`src/rtl/player_mover_pkg.sv`:
```
// Shared constants, direction bit indices and FSM encoding for the maze player mover.
package player_mover_pkg;

    localparam int CELL_SIZE   = 16;
    localparam int MAZE_X0     = 64;
    localparam int MAZE_Y0     = 64;
    localparam int MAZE_W      = 30;
    localparam int MAZE_H      = 12;
    localparam int PLAYER_SIZE = 8;
    localparam int STEP        = 2;
    localparam int START_X     = 80;
    localparam int START_Y     = 80;

    // Held-key vector layout {up,down,left,right}
    localparam int DIR_UP    = 3;
    localparam int DIR_DOWN  = 2;
    localparam int DIR_LEFT  = 1;
    localparam int DIR_RIGHT = 0;

    // Allowed range of the candidate top-left corner so the whole box stays inside the maze
    localparam logic signed [10:0] REGION_X_MIN = 11'(MAZE_X0);
    localparam logic signed [10:0] REGION_X_MAX = 11'(MAZE_X0 + MAZE_W * CELL_SIZE - PLAYER_SIZE);
    localparam logic signed [10:0] REGION_Y_MIN = 11'(MAZE_Y0);
    localparam logic signed [10:0] REGION_Y_MAX = 11'(MAZE_Y0 + MAZE_H * CELL_SIZE - PLAYER_SIZE);
    localparam logic signed [10:0] STEP_S       = 11'(STEP);

    typedef enum logic [1:0] {
        ST_IDLE    = 2'd0,
        ST_PROBE_A = 2'd1,
        ST_PROBE_B = 2'd2,
        ST_DECIDE  = 2'd3
    } state_e;

endpackage

```
`src/rtl/player_corner_calc.sv`:
```
// Leading-corner probe coordinates and maze-region test for a candidate player box.
module player_corner_calc
    import player_mover_pkg::*;
(
    input  logic [3:0]         dir_i,
    input  logic signed [10:0] cand_x_i,
    input  logic signed [10:0] cand_y_i,
    output logic [9:0]         corner_a_x_o,
    output logic [8:0]         corner_a_y_o,
    output logic [9:0]         corner_b_x_o,
    output logic [8:0]         corner_b_y_o,
    output logic               in_region_o
);

    logic [9:0] left_x;
    logic [9:0] right_x;
    logic [8:0] top_y;
    logic [8:0] bottom_y;

    // Low bits are enough for the probe: an out-of-region candidate is never probed
    assign left_x   = cand_x_i[9:0];
    assign right_x  = cand_x_i[9:0] + 10'(PLAYER_SIZE - 1);
    assign top_y    = cand_y_i[8:0];
    assign bottom_y = cand_y_i[8:0] + 9'(PLAYER_SIZE - 1);

    assign in_region_o = (cand_x_i >= REGION_X_MIN) && (cand_x_i <= REGION_X_MAX) &&
                         (cand_y_i >= REGION_Y_MIN) && (cand_y_i <= REGION_Y_MAX);

    always_comb begin
        corner_a_x_o = left_x;
        corner_a_y_o = top_y;
        corner_b_x_o = left_x;
        corner_b_y_o = bottom_y;
        if (dir_i[DIR_UP]) begin
            corner_b_x_o = right_x;
            corner_b_y_o = top_y;
        end else if (dir_i[DIR_DOWN]) begin
            corner_a_y_o = bottom_y;
            corner_b_x_o = right_x;
        end else if (dir_i[DIR_RIGHT]) begin
            corner_a_x_o = right_x;
            corner_b_x_o = right_x;
        end
    end

endmodule

```
`src/rtl/player_mover.sv`:
```
// Frame-tick player mover: probes two leading corners against the wall map, then moves or bumps.
// Optional bump counter output enabled by defining PLAYER_BUMP_CNT_EN.
module player_mover
    import player_mover_pkg::*;
(
    input  logic       clk,
    input  logic       resetn,
    input  logic       frame_tick,
    input  logic [3:0] dir,
    input  logic       map_is_wall,
    output logic [9:0] query_x,
    output logic [8:0] query_y,
    output logic [9:0] player_x,
    output logic [8:0] player_y,
    output logic       busy,
    output logic       moved,
    output logic       bump
`ifdef PLAYER_BUMP_CNT_EN
    ,
    output logic [7:0] bump_count
`endif
);

    state_e             state_q, state_d;
    logic [3:0]         dir_q, dir_d;
    logic signed [10:0] cand_x_q, cand_x_d, cand_y_q, cand_y_d;
    logic               blocked_q, blocked_d;
    logic               wall_a_q, wall_a_d, wall_b_q, wall_b_d;
    logic [9:0]         query_x_q, query_x_d, player_x_q, player_x_d;
    logic [8:0]         query_y_q, query_y_d, player_y_q, player_y_d;
    logic               moved_q, moved_d, bump_q, bump_d;

    logic signed [10:0] pos_x_s, pos_y_s;
    logic [9:0]         corner_a_x, corner_b_x;
    logic [8:0]         corner_a_y, corner_b_y;
    logic               in_region;
    logic               start_move;

    assign pos_x_s    = signed'({1'b0, player_x_q});
    assign pos_y_s    = signed'({2'b0, player_y_q});
    assign start_move = (state_q == ST_IDLE) && frame_tick && (dir != 4'd0);

    // While idle the corner calculator sees the fresh candidate; afterwards the latched one
    always_comb begin
        dir_d    = dir_q;
        cand_x_d = cand_x_q;
        cand_y_d = cand_y_q;
        if (state_q == ST_IDLE) begin
            dir_d    = 4'd0;
            cand_x_d = pos_x_s;
            cand_y_d = pos_y_s;
            if (dir[DIR_UP]) begin
                dir_d[DIR_UP] = 1'b1;
                cand_y_d      = pos_y_s - STEP_S;
            end else if (dir[DIR_DOWN]) begin
                dir_d[DIR_DOWN] = 1'b1;
                cand_y_d        = pos_y_s + STEP_S;
            end else if (dir[DIR_LEFT]) begin
                dir_d[DIR_LEFT] = 1'b1;
                cand_x_d        = pos_x_s - STEP_S;
            end else if (dir[DIR_RIGHT]) begin
                dir_d[DIR_RIGHT] = 1'b1;
                cand_x_d         = pos_x_s + STEP_S;
            end
        end
    end

    player_corner_calc u_corner_calc (
        .dir_i        (dir_d),
        .cand_x_i     (cand_x_d),
        .cand_y_i     (cand_y_d),
        .corner_a_x_o (corner_a_x),
        .corner_a_y_o (corner_a_y),
        .corner_b_x_o (corner_b_x),
        .corner_b_y_o (corner_b_y),
        .in_region_o  (in_region)
    );

    always_comb begin
        state_d    = state_q;
        blocked_d  = blocked_q;
        wall_a_d   = wall_a_q;
        wall_b_d   = wall_b_q;
        query_x_d  = query_x_q;
        query_y_d  = query_y_q;
        player_x_d = player_x_q;
        player_y_d = player_y_q;
        moved_d    = 1'b0;
        bump_d     = 1'b0;
        unique case (state_q)
            ST_IDLE: begin
                if (start_move) begin
                    if (in_region) begin
                        blocked_d = 1'b0;
                        query_x_d = corner_a_x;
                        query_y_d = corner_a_y;
                        state_d   = ST_PROBE_A;
                    end else begin
                        blocked_d = 1'b1;
                        state_d   = ST_DECIDE;
                    end
                end
            end
            ST_PROBE_A: begin
                wall_a_d  = map_is_wall;
                query_x_d = corner_b_x;
                query_y_d = corner_b_y;
                state_d   = ST_PROBE_B;
            end
            ST_PROBE_B: begin
                wall_b_d = map_is_wall;
                state_d  = ST_DECIDE;
            end
            ST_DECIDE: begin
                if (!(wall_a_q || wall_b_q || blocked_q)) begin
                    player_x_d = cand_x_q[9:0];
                    player_y_d = cand_y_q[8:0];
                    moved_d    = 1'b1;
                end else begin
                    bump_d = 1'b1;
                end
                state_d = ST_IDLE;
            end
            default: state_d = ST_IDLE;
        endcase
    end

    always_ff @(posedge clk or negedge resetn) begin
        if (!resetn) begin
            state_q    <= ST_IDLE;
            dir_q      <= 4'd0;
            cand_x_q   <= '0;
            cand_y_q   <= '0;
            blocked_q  <= 1'b0;
            wall_a_q   <= 1'b0;
            wall_b_q   <= 1'b0;
            query_x_q  <= '0;
            query_y_q  <= '0;
            player_x_q <= 10'(START_X);
            player_y_q <= 9'(START_Y);
            moved_q    <= 1'b0;
            bump_q     <= 1'b0;
        end else begin
            state_q    <= state_d;
            dir_q      <= dir_d;
            cand_x_q   <= cand_x_d;
            cand_y_q   <= cand_y_d;
            blocked_q  <= blocked_d;
            wall_a_q   <= wall_a_d;
            wall_b_q   <= wall_b_d;
            query_x_q  <= query_x_d;
            query_y_q  <= query_y_d;
            player_x_q <= player_x_d;
            player_y_q <= player_y_d;
            moved_q    <= moved_d;
            bump_q     <= bump_d;
        end
    end

`ifdef PLAYER_BUMP_CNT_EN
    logic [7:0] bump_cnt_q;

    always_ff @(posedge clk or negedge resetn) begin
        if (!resetn) begin
            bump_cnt_q <= 8'd0;
        end else if (bump_d && (bump_cnt_q != 8'hFF)) begin
            bump_cnt_q <= bump_cnt_q + 8'd1;
        end
    end

    assign bump_count = bump_cnt_q;
`endif

    assign query_x  = query_x_q;
    assign query_y  = query_y_q;
    assign player_x = player_x_q;
    assign player_y = player_y_q;
    assign busy     = (state_q != ST_IDLE);
    assign moved    = moved_q;
    assign bump     = bump_q;

endmodule

```
`config.mk`:
```
export PLATFORM = sky130hd
export DESIGN_NAME = player_mover
export DESIGN_NICKNAME = d
export VERILOG_FILES = /design/src/rtl/player_mover_pkg.sv /design/src/rtl/player_corner_calc.sv /design/src/rtl/player_mover.sv
export SDC_FILE = /design/constraint.sdc
export NUM_CORES = 1
export LEC_CHECK = 0
export CORE_UTILIZATION = 23
export DETAILED_ROUTE_END_ITERATION = 8
export PLACE_DENSITY_LB_ADDON = 0.2
export SYNTH_ARGS = -nofsm -noshare
export SYNTH_HDL_FRONTEND = slang
export SYNTH_SLANG_ARGS = --single-unit
```
`constraint.sdc`:
```
create_clock -name clk -period 4 [get_ports clk]
set_clock_uncertainty 0.05 [all_clocks]
set_input_delay 0.4 -clock clk [delete_from_list [all_inputs] [get_ports clk]]
set_output_delay 0.4 -clock clk [all_outputs]
set_load 0.01 [all_outputs]
```
==> results of run 1 <==
sequential cells by signal, summed over array words and instances (netlist names), 2 cells and up:
| signal | count |
|---|---|
| state_q | 2 |
| dir_q | 3 |
| cand_y_q | 11 |
| player_x | 10 |
| cand_x_q | 11 |
| query_x | 10 |
| query_y | 9 |
| player_y | 9 |
worst max path at each step:
stage	to	slack, ns	cells past startpoint
detailed placement	query_y[5]$_DFFE_PN0P_	0.34	10
global placement	query_y[0]$_DFFE_PN0P_	0.37	10
CTS	query_y[8]$_DFFE_PN0P_	0.55	11
finish	query_x[2]$_DFFE_PN0P_	0.59	11
floorplan	query_x[1]$_DFFE_PN0P_	0.58	15
global route	query_y[8]$_DFFE_PN0P_	0.42	11
power groups by stage:
stage | clock (mW) | sequential [mW] | combinational (mW)
after floorplan | 0 | 1.31 | 1.49
after global placement | 0 | 1.35 | 2.35
after detailed placement | 0 | 1.35 | 2.38
after CTS | 1.00 | 1.34 | 2.39
after global routing | 1.03 | 1.40 | 2.58
final | 0.983 | 1.34 | 2.35
layout by cell type (no fill, tap or decap), types with 4 or more instances in the layout:
cell type / netlist / final
bufinv_16: 0 / 4
nand3_1: 5 / 5
dfstp_2: 4 / 4
and2_1: 4 / 4
mux2_4: 9 / 9
buf_4: 1 / 19
inv_1: 25 / 25
nor3_1: 5 / 5
ha_1: 12 / 12
nand2_1: 21 / 21
clkdlybuf4s50_1: 0 / 47
nand4_1: 4 / 4
o21ai_0: 11 / 11
mux2i_1: 12 / 12
xnor2_1: 18 / 18
nor4b_1: 4 / 4
mux2_2: 27 / 27
a21oi_1: 10 / 10
dfrtp_1: 66 / 66
a31oi_1: 8 / 8
a22oi_1: 4 / 4
clkbuf_16: 0 / 9
nor2_1: 22 / 22
nor2b_1: 11 / 11
metal layers:
| metal | routed length [um] | share of wire, % | track usage (%) | vias up |
|---|---|---|---|---|
| met1 | 5043 | 47 | 16.72 | 1555 |
| met2 | 5194 | 48 | 19.83 | 50 |
| met4 | 238 | 2.2 | 5.868 | 0 |
| li1 | - | - | - | 1481 |
| met5 | 0 | 0 | 0 | - |
| met3 | 363 | 3.3 | 2.058 | 16 |
cell type report:
type	instances	share of cell area, %
flip-flops and latches	70	33.48
well taps	225	5.366
multi-input cells	263	40.23
inverters	27	1.932
clock inverters	6	2.552
clock buffers	10	4.364
repair buffers	67	12.07
cell families after synthesis:
| logic type | count (synthesis) |
|---|---|
| muxes | 48 |
| xor gates and xnor gates | 21 |
| and+or+nand+nor | 112 |
| buffers and inverters | 45 |
| AOI/OAI and AO/OA | 70 |
| DFF | 70 |
| adders and majority gates | 12 |
==> flow_summary.yaml, run 1 <==
sta:
  worst_pin_slew_ns: 1.160
  holdWs_ns: 0.1412
  maxSlewViolCount: 0
  hold_violations: 0
  setup_viol: 0
  rsz0062_at_grt: "false"
  tns_ns: 0
  clock.fmax_mhz: 293.1
  period_minus_slack_ns: 3.412
  setup_ws_ns: 0.5883
  max-slew-margin-rel_pct: 22.65
  min_period_over_period_pct: 85.29
pwr:
  pwr-share-comb_pct: 50.4
  swShare_pct: 37.95
  leakagePower_nw: 2.196
  irDropWorstVdd_uv: 229.1
  power_mw: 4.670
  power.density_mw_per_mm2: 890.2
  intPower_mw: 2.898
  netSwitchingPower_mw: 1.772
  p_seq_share_pct: 28.6
  p_clk_share_pct: 21.0
place:
  place_ws_ns: 0.3371
  dpl.cell_count: 652
  hpwlAfterDp_mm: 7.691
  port_buffers: 48
  gp_congestion: 0.7775
  placed_area_mm2: 0.004883
detailed_routing:
  ant_nets: 0
  wirelength_mm: 10.84
  drt-wirelength-per-cell_um: 16.23
  vias_per_cell: 4.644
  remaining_drc_errors: 0
  drtIter0Drc: 201
  route.vias.total: 3102
  drtPass1Iterations: 4
yosys:
  yosysWarningCount: 0
  ys_seq_area_share_pct: 42.96
  synth.area.top_cells: "dfrtp_1 40%, mux2_2 7.4%, xnor2_1 3.9%, ha_1 3.7%, mux2_4 3.3%"
  synthAdderAreaFrac_pct: 3.672
  synth_mux_area_share_pct: 13.68
  synth.distinct_cells: 78
  synth_top_family_by_area: "simple AND/OR/NAND/NOR gates"
  synth_edf_count: 0
  synth_top_cell_by_area: "dfrtp_1"
  synth_most_common_cell: "dfrtp_1"
  syn-cell-area_mm2: 0.004089
  synth_ff_type: "dfrtp_1"
  synth-seq-cells: 70
  synth-xor-area-share_pct: 4.498
  postSynthAreaPerCell_um2: 10.82
  synth_common_cells: "66 x dfrtp_1, 27 x mux2_2, 25 x inv_1"
  synth_compound_area_share_pct: 13.10
  syn_nets: 398
  synthesis.instances: 378
  yosys.area_share.simple_pct: 16.68
  async_reset_ff_share_pct: 100.0
  synth_top_cell_area_share_pct: 40.39
layout:
  diodes: 0
  regArea_mm2: 0.001757
  finalCoreUtilization_pct: 30.23
  nets: 458
  final_design_area_no_fill_mm2: 0.005246
  drive_gt1_share_pct: 20.99
  final_cells: 668
  multi_input_area_mm2: 0.002111
  area_growth_pct: 28.30
  fillCellCount: 1739
floorplan:
  num_rows: 48
  dieArea_mm2: 0.01832
  coreArea_mm2: 0.01736
  start_util_pct: 23.56
  die_w_um: 135.3
  die_height_um: 135.3
  num_io_pins: 49
worst_setup_path:
  path_max_fanout: 22
  start_kind: "flop"
  worst-r2r-cell-count: 11
  slowest_stage: "or4b_2"
  worst-path-buf-inv: 3
  setup.worst_path.start: "state_q[0]$_DFFE_PN0P_"
  path_cells: "inv_1, ha_1, buf_4, or4b_2, nor3_1, nor4b_1, o211ai_1, mux2i_1, a32o_2, buf_12, mux2_4"
  r2r-end: "query_x[2]$_DFFE_PN0P_"
  cpLargestDelayFamily: "simple AND/OR/NAND/NOR gates"
  critical_path_class: "reg -> reg"
  r2r-start: "state_q[0]$_DFFE_PN0P_"
  required_ns: 4.17
  end_kind: "flop"
  cpPeakStageDelay_ns: 0.65
  arrival_ns: 3.58
  r2r_slack_ns: 0.59
clock_network:
  cts_root_buffer: "clkbuf_16"
  cts_tree: "done"
  postCtsHoldBufs: 0
  clkSinkCount: 70
  clk_latency_ns: 0.33
  clk_pin_slew_ns: 0.06
  cts_htree_levels: 3
  cts_made_buffers: 9
  cts.path.max_buffers: 2
  cts_setup_buffers: 0
  cts_resized: 0
outcome:
  status: "finished, final reports clean"
grt:
  antenna_found_initial: 0
  grt_max_degree: 71
  grt_pass1_vias: 3209
  grt_overflow_total: 0
  gr-usage-all-layers_pct: 12.56
  grt_pass1_wl_mm: 17.63
worst_hold_path:
  hp-class: "in -> async"
flow_run:
  drv_cap: 0
(Power assumes the default switching activity.)
==> run 2, diff against run 1 <==
Settings changed: PLACE_DENSITY set to 0.4, PLACE_DENSITY_LB_ADDON 0.2 to unset.
==> run 2 against run 1 <==
Count of clock-buffer cells in the layout up 2. Highest routed layer unchanged. Power shrank 1.4%. Register-to-register slack gained 0.099 ns. Die area unchanged. Critical endpoint is now query_x[1]$_DFFE_PN0P_. First-iteration DRC count shrank 28%. Combinational power is 2% lower. Global-route usage is 0.29 points lower. Largest power group unchanged. Final cell count fell by 0.45%.
==> flow_summary.yaml, run 2 (synthesis gave the netlist of run 1 again) <==
outcome:
  status: "finished, final reports clean"
sta:
  setup_viol: 0
  period_minus_slack_ns: 3.313
  rsz0062_at_grt: "false"
  max-slew-margin-rel_pct: 27.09
  worst_pin_slew_ns: 1.094
  tns_ns: 0
  hold_violations: 0
  setup_ws_ns: 0.6872
  maxSlewViolCount: 0
  holdWs_ns: 0.1444
  min_period_over_period_pct: 82.82
  clock.fmax_mhz: 301.9
grt:
  grt_pass1_vias: 3017
  grt_overflow_total: 0
  gr-usage-all-layers_pct: 12.27
  grt_max_degree: 71
  antenna_found_initial: 0
  grt_pass1_wl_mm: 17.12
pwr:
  leakagePower_nw: 2.185
  power.density_mw_per_mm2: 881.0
  power_mw: 4.603
  irDropWorstVdd_uv: 241.1
detailed_routing:
  remaining_drc_errors: 0
  drtPass1Iterations: 4
  wirelength_mm: 10.48
  drt-wirelength-per-cell_um: 15.76
  ant_nets: 0
  vias_per_cell: 4.568
  drtIter0Drc: 145
  route.vias.total: 3038
place:
  dpl.cell_count: 650
  placed_area_mm2: 0.004868
  gp_congestion: 0.7526
  place_ws_ns: 0.3700
  hpwlAfterDp_mm: 7.456
  port_buffers: 48
worst_setup_path:
  slowest_stage: "or4b_2"
  path_max_fanout: 20
  r2r_slack_ns: 0.69
  path_cells: "inv_1, ha_1, buf_4, or4b_2, nor3_1, nor4b_1, o211ai_1, mux2i_1, a32o_2, buf_12, mux2_4"
  start_kind: "flop"
  critical_path_class: "reg -> reg"
  cpLargestDelayFamily: "simple AND/OR/NAND/NOR gates"
  required_ns: 4.17
  arrival_ns: 3.48
  cpPeakStageDelay_ns: 0.64
  worst-r2r-cell-count: 11
  r2r-start: "state_q[0]$_DFFE_PN0P_"
  r2r-end: "query_x[1]$_DFFE_PN0P_"
  worst-path-buf-inv: 3
  end_kind: "flop"
clock_network:
  cts.path.max_buffers: 2
  clkSinkCount: 70
  cts_root_buffer: "clkbuf_16"
  clk_latency_ns: 0.33
  cts_tree: "done"
  cts_made_buffers: 9
  cts_resized: 0
  postCtsHoldBufs: 0
  cts_setup_buffers: 0
  cts_htree_levels: 3
  clk_pin_slew_ns: 0.06
layout:
  final_design_area_no_fill_mm2: 0.005225
  layout_common_cells: "66 x dfrtp_1, 47 x clkdlybuf4s50_1, 27 x mux2_2"
  largestRegisters: "cand_x_q: 11 flops, cand_y_q: 11 flops"
  diodes: 0
  drive_gt1_share_pct: 20.68
  final_cells: 665
  finalCoreUtilization_pct: 30.10
  nets: 456
  layout_commonest_cell: "dfrtp_1"
  area_growth_pct: 27.78
floorplan:
  die_w_um: 135.3
  num_io_pins: 49
  start_util_pct: 23.56
  dieArea_mm2: 0.01832
  die_height_um: 135.3
  num_rows: 48
  coreArea_mm2: 0.01736
worst_hold_path:
  hp-class: "in -> async"
flow_run:
  drv_cap: 0
-- run 2: cell count changes in the layout (fill, tap and decap cells not counted), sizes merged --
cell,before,now
buf,20,18
clkinv,3,1
clkbuf,10,12
bufinv,4,3
-- run 2: cell type report --
class                      instances  area, um2
inverter                          27      101.3
multi-input combinational        263       2111
clock inverter                     3      90.09
tap                              225      281.5
timing repair buffer              65      618.1
clock buffer                      12      266.5
sequential                        70       1757
fill                            1775      12130
-- run 2: worst register-to-register path, cell delays in order, from the launching register on --
cell and delay [ns]:
dfrtp_1 0.40, inv_1 0.11, ha_1 0.20, buf_4 0.28, or4b_2 0.64, nor3_1 0.20
nor4b_1 0.12, o211ai_1 0.24, mux2i_1 0.16, a32o_2 0.32, buf_12 0.17, mux2_4 0.31
-- run 2: worst max-delay path by stage --
stage | to | cells after the start | startpoint
global placement | query_x[1]$_DFFE_PN0P_ | 11 | dir[3]
CTS | query_x[4]$_DFFE_PN0P_ | 11 | state_q[0]$_DFFE_PN0P_
global route | query_x[4]$_DFFE_PN0P_ | 12 | player_y[1]$_DFFE_PN0P_
detailed placement | query_y[5]$_DFFE_PN0P_ | 10 | dir[0]
finish | query_x[1]$_DFFE_PN0P_ | 11 | state_q[0]$_DFFE_PN0P_
floorplan | query_x[1]$_DFFE_PN0P_ | 15 | state_q[0]$_DFFE_PN0P_
-- run 2: where the power goes --
part / total (mW) / internal, mW / switching, mW
sequential: 1.33 / 1.03 / 0.309
combinational: 2.31 / 1.19 / 1.12
clock: 0.959 / 0.657 / 0.302
total: 4.60 / 2.87 / 1.73
-- run 2: layer usage --
metal	global-route usage (%)	vias up	part of all wire, %
met5	0	-	0
met4	5.181	0	2.1
met3	2.282	14	3.6
met2	18.40	46	45
met1	17.15	1492	49
li1	-	1486	-
==> run 3, diff against run 2 <==
Clock period 4 ns to 3.1 ns, I/O delays scaled along.
==> run 3 against run 2 <==
Hold slack got worse by 0.090 ns. Combinational power increased by 67%. Die area stayed put. Power grew 43%. Sequential share of layout area decreased by 3.6 points. Non-clock buffer count grew 73. Critical path depth is the same.
==> flow_summary.yaml, run 3 (synthesis gave the netlist of run 1 again) <==
place:
  placed_area_mm2: 0.005394
  hpwlAfterDp_mm: 8.472
  gp_congestion: 0.8177
  port_buffers: 48
pwr:
  irDropWorstVdd_uv: 311.4
  power.density_mw_per_mm2: 1122
  power_mw: 6.595
  leakagePower_nw: 2.561
clock_network:
  cts_tree: "done"
  clk_latency_ns: 0.34
  postCtsHoldBufs: 0
  cts_htree_levels: 3
  cts.path.max_buffers: 2
  cts_root_buffer: "clkbuf_16"
  clk_pin_slew_ns: 0.06
  cts_made_buffers: 9
  clkSinkCount: 70
sta:
  setup_viol: 0
  rsz0062_at_grt: "true"
  max-slew-margin-rel_pct: 39.58
  holdWs_ns: 0.05442
  period_minus_slack_ns: 3.023
  min_period_over_period_pct: 97.51
  hold_violations: 0
  maxSlewViolCount: 0
  clock.fmax_mhz: 330.8
  worst_pin_slew_ns: 0.9063
layout:
  final_design_area_no_fill_mm2: 0.005876
  fillCellCount: 1734
  drive_gt1_share_pct: 36.77
  layout_common_cells: "87 x buf_4, 62 x dfrtp_1, 45 x clkdlybuf4s50_1"
  largestRegisters: "cand_x_q: 11 flops, cand_y_q: 11 flops"
  nets: 529
  diodes: 0
  area_growth_pct: 43.70
  layout_commonest_cell: "buf_4"
floorplan:
  coreArea_mm2: 0.01736
  num_rows: 48
  die_w_um: 135.3
  num_io_pins: 49
  die_height_um: 135.3
  dieArea_mm2: 0.01832
  start_util_pct: 23.56
worst_setup_path:
  required_ns: 3.27
  arrival_ns: 3.20
  r2r-end: "query_x[1]$_DFFE_PN0P_"
  end_kind: "flop"
  worst-r2r-cell-count: 10
  r2r_slack_ns: 0.10
  setup.worst_path.start: "dir[1]"
  r2r-start: "player_y[1]$_DFFE_PN0P_"
  path_max_fanout: 9
  start_kind: "primary input"
  critical_path_class: "in -> reg"
detailed_routing:
  drtPass1Iterations: 5
  ant_nets: 0
  drt-wirelength-per-cell_um: 15.68
  wirelength_mm: 11.59
  vias_per_cell: 4.470
  route.vias.total: 3303
  remaining_drc_errors: 0
  drtIter0Drc: 184
grt:
  gr-usage-all-layers_pct: 13.48
  grt_pass1_wl_mm: 18.78
  antenna_found_initial: 0
  grt_pass1_vias: 3426
  grt_max_degree: 71
  grt_overflow_total: 0
worst_hold_path:
  hp-class: "in -> async"
outcome:
  status: "finished, final reports clean"
flow_run:
  drv_cap: 0
-- run 3: repair_timing --
item | CTS | global route
endpoints found under the setup margin | 18 | 19
gates cloned | 0 | 1
setup buffers | 0 | 4
resized for setup | 2 | 28
pin swaps | 1 | 5
-- run 3: how the worst max path moves through the flow --
stage          slack, ns                endpoint  cells after the start
2_1_floorplan       0.02  query_x[1]$_DFFE_PN0P_                     16
3_3_place_gp       -0.28  query_x[5]$_DFFE_PN0P_                     11
3_5_place_dp       -0.31  query_y[0]$_DFFE_PN0P_                     10
4_1_cts            0.008  query_x[7]$_DFFE_PN0P_                     12
5_1_grt            -0.04  query_x[1]$_DFFE_PN0P_                     11
6_report            0.08  query_x[1]$_DFFE_PN0P_                     11
-- run 3: routing by layer --
metal | wire length, um | global-route usage, % | up-vias
li1 | - | - | 1621
met1 | 5933 | 19.48 | 1612
met2 | 5104 | 19.77 | 59
met3 | 383 | 2.207 | 11
met4 | 164 | 5.493 | 0
met5 | 0 | 0 | -
-- run 3: final cells by class --
cell class	count	area (um2)	area share, %
multi-input cells	263	2223	37.84
clock inverters	4	55.05	0.9370
well taps	225	281.5	4.791
inverters	27	101.3	1.725
clock buffers	12	256.5	4.365
repair buffers	138	1196	20.36
flip-flops and latches	70	1762	29.98
-- run 3: per-stage QoR --
step                      worst slack, ns  std cells  util [%]  setup TNS (ns)
after detailed placement          -0.3100        718     31.08          -5.267
after global routing             -0.03900        739     33.85         -0.5317
final                             0.07705        739     33.85               0
after CTS                        0.007838        734     32.89               0
after global placement            -0.2802        718     31.08          -4.890
after floorplan                   0.02167        378         -               0
-- run 3: critical path: stages --
cell	delay, ns
clkdlybuf4s50_1	0.55
nor4b_2	0.24
buf_4	0.16
a32o_2	0.16
a21oi_1	0.07
a311o_1	0.37
nor3_2	0.22
mux2i_2	0.30
a32o_2	0.30
clkbuf_16	0.20
mux2_4	0.30
-- run 3: power breakdown --
part           switching, mW  total, mW  internal, mW
clock                  0.397       1.07         0.670
combinational           1.74       3.85          2.11
sequential             0.351       1.68          1.33
total                   2.49       6.59          4.10
